[src/rtl/prim_alert_transmitter.sv]
// Alert transmitter: turns local alert requests and incoming pings into the
// four-phase differential alert handshake. Optional watchdog: PRIM_ALERT_TX_TIMEOUT_EN.
module prim_alert_transmitter #(
    parameter int unsigned TimeoutCycles = 256,
    parameter int unsigned CntW          = 9
) (
    input  logic       clk_i,
    input  logic       rst_i,
    input  logic       alert_req_i,
    output logic       alert_ack_o,
    output logic       integ_fail_o,
    output logic       hs_timeout_o,
    input  logic [3:0] alert_rx_i,
    output logic [1:0] alert_tx_o
);

    localparam logic [2:0] ST_IDLE   = 3'd0;
    localparam logic [2:0] ST_HSA1   = 3'd1;
    localparam logic [2:0] ST_HSA2   = 3'd2;
    localparam logic [2:0] ST_HSP1   = 3'd3;
    localparam logic [2:0] ST_HSP2   = 3'd4;
    localparam logic [2:0] ST_PAUSE0 = 3'd5;
    localparam logic [2:0] ST_PAUSE1 = 3'd6;
    localparam logic [2:0] ST_SIGINT = 3'd7;

    // rx_q = {ping_p, ping_n, ack_p, ack_n}; idle levels are ping=01, ack=01.
    logic [3:0] rx_q;
    logic       ping_p_q2;
    logic [2:0] state_q, state_d;
    logic [1:0] tx_q, tx_d;
    logic       alert_pend_q, ping_pend_q;

    logic ack_lvl, sig_int, ping_evt, ack_done, hs_to;

    always_comb begin
        ack_lvl  = rx_q[1];
        sig_int  = (rx_q[1] == rx_q[0]) | (rx_q[3] == rx_q[2]);
        ping_evt = (rx_q[3] != ping_p_q2) & ~sig_int;
        ack_done = (state_q == ST_HSA2) & ~ack_lvl & ~sig_int;
    end

`ifdef PRIM_ALERT_TX_TIMEOUT_EN
    logic [CntW-1:0] cnt_q;
    logic            in_hs, hs_prog;

    always_comb begin
        in_hs   = 1'b0;
        hs_prog = 1'b0;
        case (state_q)
            ST_HSA1, ST_HSP1: begin in_hs = 1'b1; hs_prog = ack_lvl;  end
            ST_HSA2, ST_HSP2: begin in_hs = 1'b1; hs_prog = ~ack_lvl; end
            default: ;
        endcase
        // A phase that is making progress this cycle never times out, so the
        // timeout pulse can never coincide with alert_ack_o.
        hs_to = in_hs & ~sig_int & ~hs_prog & (cnt_q == CntW'(TimeoutCycles - 1));
    end

    always_ff @(posedge clk_i) begin
        if (rst_i) begin
            cnt_q <= '0;
        end else if (state_d != state_q) begin
            cnt_q <= '0;
        end else if (in_hs) begin
            cnt_q <= cnt_q + 1'b1;
        end
    end
`else
    assign hs_to = 1'b0;
`endif

    // Handshake: raise alert (tx=10), wait for ack_p high, drop alert (tx=01),
    // wait for ack_p low, then hold off two cycles before the next handshake.
    always_comb begin
        state_d = state_q;
        if (sig_int) begin
            state_d = ST_SIGINT;
        end else if (hs_to) begin
            state_d = ST_PAUSE0;
        end else begin
            case (state_q)
                ST_IDLE: begin
                    if (alert_pend_q)     state_d = ST_HSA1;
                    else if (ping_pend_q) state_d = ST_HSP1;
                end
                ST_HSA1:   if (ack_lvl)  state_d = ST_HSA2;
                ST_HSA2:   if (!ack_lvl) state_d = ST_PAUSE0;
                ST_HSP1:   if (ack_lvl)  state_d = ST_HSP2;
                ST_HSP2:   if (!ack_lvl) state_d = ST_PAUSE0;
                ST_PAUSE0: state_d = ST_PAUSE1;
                ST_PAUSE1: state_d = ST_IDLE;
                ST_SIGINT: state_d = ST_PAUSE0;
                default:   state_d = ST_IDLE;
            endcase
        end
    end

    always_comb begin
        tx_d = 2'b01;
        case (state_d)
            ST_HSA1, ST_HSP1: tx_d = 2'b10;
            ST_SIGINT:        tx_d = (state_q == ST_SIGINT) ? ~tx_q : 2'b11;
            default:          tx_d = 2'b01;
        endcase
    end

    always_ff @(posedge clk_i) begin
        if (rst_i) begin
            rx_q         <= 4'b0101;
            ping_p_q2    <= 1'b0;
            state_q      <= ST_IDLE;
            tx_q         <= 2'b01;
            alert_pend_q <= 1'b0;
            ping_pend_q  <= 1'b0;
        end else begin
            rx_q      <= alert_rx_i;
            ping_p_q2 <= rx_q[3];
            state_q   <= state_d;
            tx_q      <= tx_d;
            if (state_d == ST_HSA1 && state_q != ST_HSA1) alert_pend_q <= alert_req_i;
            else                                          alert_pend_q <= alert_pend_q | alert_req_i;
            if (state_d == ST_HSP1 && state_q != ST_HSP1) ping_pend_q <= ping_evt;
            else                                          ping_pend_q <= ping_pend_q | ping_evt;
        end
    end

    assign alert_tx_o   = tx_q;
    assign alert_ack_o  = ack_done;
    assign integ_fail_o = (state_q == ST_SIGINT);
    assign hs_timeout_o = hs_to;

endmodule

[config.mk]
export PLATFORM = sky130hd
export DESIGN_NAME = prim_alert_transmitter
export DESIGN_NICKNAME = d
export VERILOG_FILES = /design/src/rtl/prim_alert_transmitter.sv
export SDC_FILE = /design/constraint.sdc
export NUM_CORES = 1
export LEC_CHECK = 0
export CORE_UTILIZATION = 45
export CTS_BUF_LIST = sky130_fd_sc_hd__clkbuf_8 sky130_fd_sc_hd__clkbuf_16
export CTS_CLUSTER_SIZE = 20
export DETAILED_ROUTE_END_ITERATION = 10
export GPL_ROUTABILITY_DRIVEN = 0
export PLACE_DENSITY = 0.77
export SYNTH_ARGS = -nofsm -noshare
export SYNTH_HDL_FRONTEND = slang
export SYNTH_SLANG_ARGS = --single-unit
[constraint.sdc]
create_clock -name clk_i -period 4 [get_ports clk_i]
set_clock_uncertainty 0.15 [all_clocks]
set_input_delay 0.8 -clock clk_i [delete_from_list [all_inputs] [get_ports clk_i]]
set_output_delay 0.8 -clock clk_i [all_outputs]
set_load 0.05 [all_outputs]
==> qor.csv <==
stage;metric;value;unit
run_status;status;completed;
floorplanning;coreArea;1301;µm²
timing;setup_violations;0;
layout;drive_gt1_share;20.78;%
grt;grt_antenna_before_repair;0;
layout;antenna_cells;0;
yosys;synth_fp_nets;75;
floorplanning;die_height;39.44;µm
clock_tree;cts_tree;yes;
clock_tree;cts_num_sinks;12;
timing;final-hold-violation-count;0;
route;wl_per_cell;12.34;µm
layout;utilization;58.08;%
route;totalWireLength;1135;µm
yosys;synth.distinct_cells;39;
clock_tree;post-cts-setup-buffers;0;
min_path;hold_path.class;register to register;
yosys;async_reset_ff_share;0;%
flow_run;drv_cap;0;
timing;worst_pin_slew;525.9;ps
clock_tree;cts_buffers;3;
yosys;netlist_instances;68;
timing;drv_slew;0;
layout;finalNetCount;86;
timing;max_freq;0.3313;GHz
worst_setup_path;critical_path_class;register to output pin;
worst_setup_path;critical_path.max_fanout;12;
timing;period_minus_slack;3018;ps
layout;num-fill-cells;137;
place;io_buffers;10;
grt;grt_pass1_wl;1759;µm
clock_tree;cts_resized;0;
floorplanning;num_rows;13;
power;powerDensity;440.7;nW/µm²
route;ant_nets;0;
route;detail_route.drc_violations;0;
floorplanning;die_w;39.44;µm
timing;fin_tns_setup;0;ps
timing;period_share;75.46;%
route;vias_per_cell;5.446;
timing;whs;352.9;ps
floorplanning;die-area;1555;µm²
route;firstDrtPassIters;2;
worst_setup_path;crit_chain;or2_2, nor4_1, clkdlybuf4s50_1;
worst_setup_path;cpMaxStageDelayCell;clkdlybuf4s50_1;
worst_setup_path;critPathCaptureType;output pin;
grt;grt_usage;17.75;%
place;hpwl;883.5;µm
route;vias;501;
clock_tree;clkLatencyLatePin;230;ps
clock_tree;cts_root_buffer;clkbuf_8;
yosys;synth_edf_count;0;
route;drtIter0Drc;1;
timing;grt_setup_unrepaired;false;
clock_tree;clockBufferDepth;2;
grt;grt_overflow_total;0;
yosys;synth_seq_cells;12;
layout;synthToLayoutAreaGrowth;19.84;%
yosys;synth_seq_area_share;38.10;%
worst_setup_path;worst_setup_path_start_kind;register;
floorplanning;io_pins;12;
worst_setup_path;worstPathRequired;3050;ps
yosys;synth-main-ff-cell;dfxtp_1;
worst_setup_path;crit_family;buffers and inverters;
worst_setup_path;slowest_delay;850;ps
grt;first_global_vias;437;
power;p_leak;0.0002859;µW
yosys;synth.cell_area;630.6;µm²
floorplanning;start_util;48.46;%
clock_tree;clkTransAtPathRegs;50;ps
clock_tree;hold_buffers;0;
power;totalPowerFinal;333.0;µW
power;ir_worst_vdd;0.2187;mV
yosys;yosysWarnings;0;
timing;relSlewSlack;64.69;%
grt;grt_max_degree;13;
clock_tree;cts_max_level;1;
yosys;syn_avg_cell_area;9.274;µm²
worst_setup_path;path_buf_inv;1;
worst_setup_path;cp.arrival;2070;ps
-- routing by layer --
layer  track usage (%)  vias to the layer above  part of all wire (%)
met3             5.114                        0                   2.6
met4             10.34                        0                     0
met2             30.33                        9                    51
li1                  -                      258                     -
met5                 0                        -                     0
met1             19.03                      234                    46
-- cells in the final DEF (no fill, tap or decap), types with 2 or more instances in the layout --
master and instances:
dfxtp_1 12, clkdlybuf4s50_1 10, nor2_1 5, nor2b_1 4
xnor2_1 3, or2_2 3, clkbuf_8 3, nand2b_1 2
a21oi_1 2, inv_1 2, o21ai_0 2, o31a_1 2
or3_1 2
-- cells in the mapped netlist (2+ instances only) --
cell type / number / area (µm²)
nor2_1: 5 / 18.77
dfxtp_1: 12 / 240.2
inv_1: 2 / 7.510
a21oi_1: 2 / 10.01
o31a_1: 2 / 17.52
o21ai_0: 2 / 10.01
nand2b_1: 2 / 12.51
xnor2_1: 3 / 26.28
or3_1: 2 / 12.51
buf_6: 2 / 22.52
or2_2: 3 / 18.77
nor2b_1: 4 / 25.02
-- cells by family (layout without fill, tap and decap cells) --
logic type      after synthesis  in the layout  synth area share (%)
flops                        12             12                 38.10
buf+inv                       6             15                 6.746
simple gates                 28             28                 27.18
compound gates               18             18                 23.22
other cells                   1              1                0.5947
xor+xnor                      3              3                 4.167
-- state kept, by name, indices dropped and copies added (netlist names) --
signal	flops
ping_pend_q	1
state_q	3
rx_q	4
alert_tx_o	2
alert_pend_q	1
ping_p_q2	1
-- metrics by stage --
step | cells | setup WS, ps | instance area, µm²
CTS | 92 | 983.4 | 755.7
finish | 92 | 981.7 | 755.7
floorplan | 68 | 893.8 | 630.6
global placement | 89 | 1296 | 714.4
detailed placement | 89 | 1242 | 714.4
global route | 92 | 840.2 | 755.7
-- final timing paths --
kind	from	endpoint	slack [ps]	cells after the start
setup / recovery	state_q[2]	alert_ack_o	980	3
hold / removal	rx_q[3]	ping_p_q2	350	1
setup reg to reg	rx_q[1]	ping_pend_q	2300	4
hold reg to reg	rx_q[3]	ping_p_q2	350	1
-- cell type report --
type	count	area [µm²]	share of cell area [%]
sequential	12	240.2	31.79
inverter	2	7.507	0.9934
multi-input combinational	50	347.8	46.03
tap	15	18.77	2.483
timing repair buffer	10	100.1	13.25
clock buffer	3	41.29	5.464
-- where the power goes --
group,switching (µW),total [µW],internal (µW)
Clock,38.7,105,65.9
Sequential,14.6,145,131
Combinational,45.0,83.2,38.2
Total,98.2,333,235
No activity file was read; power rests on OpenSTA's default activity.
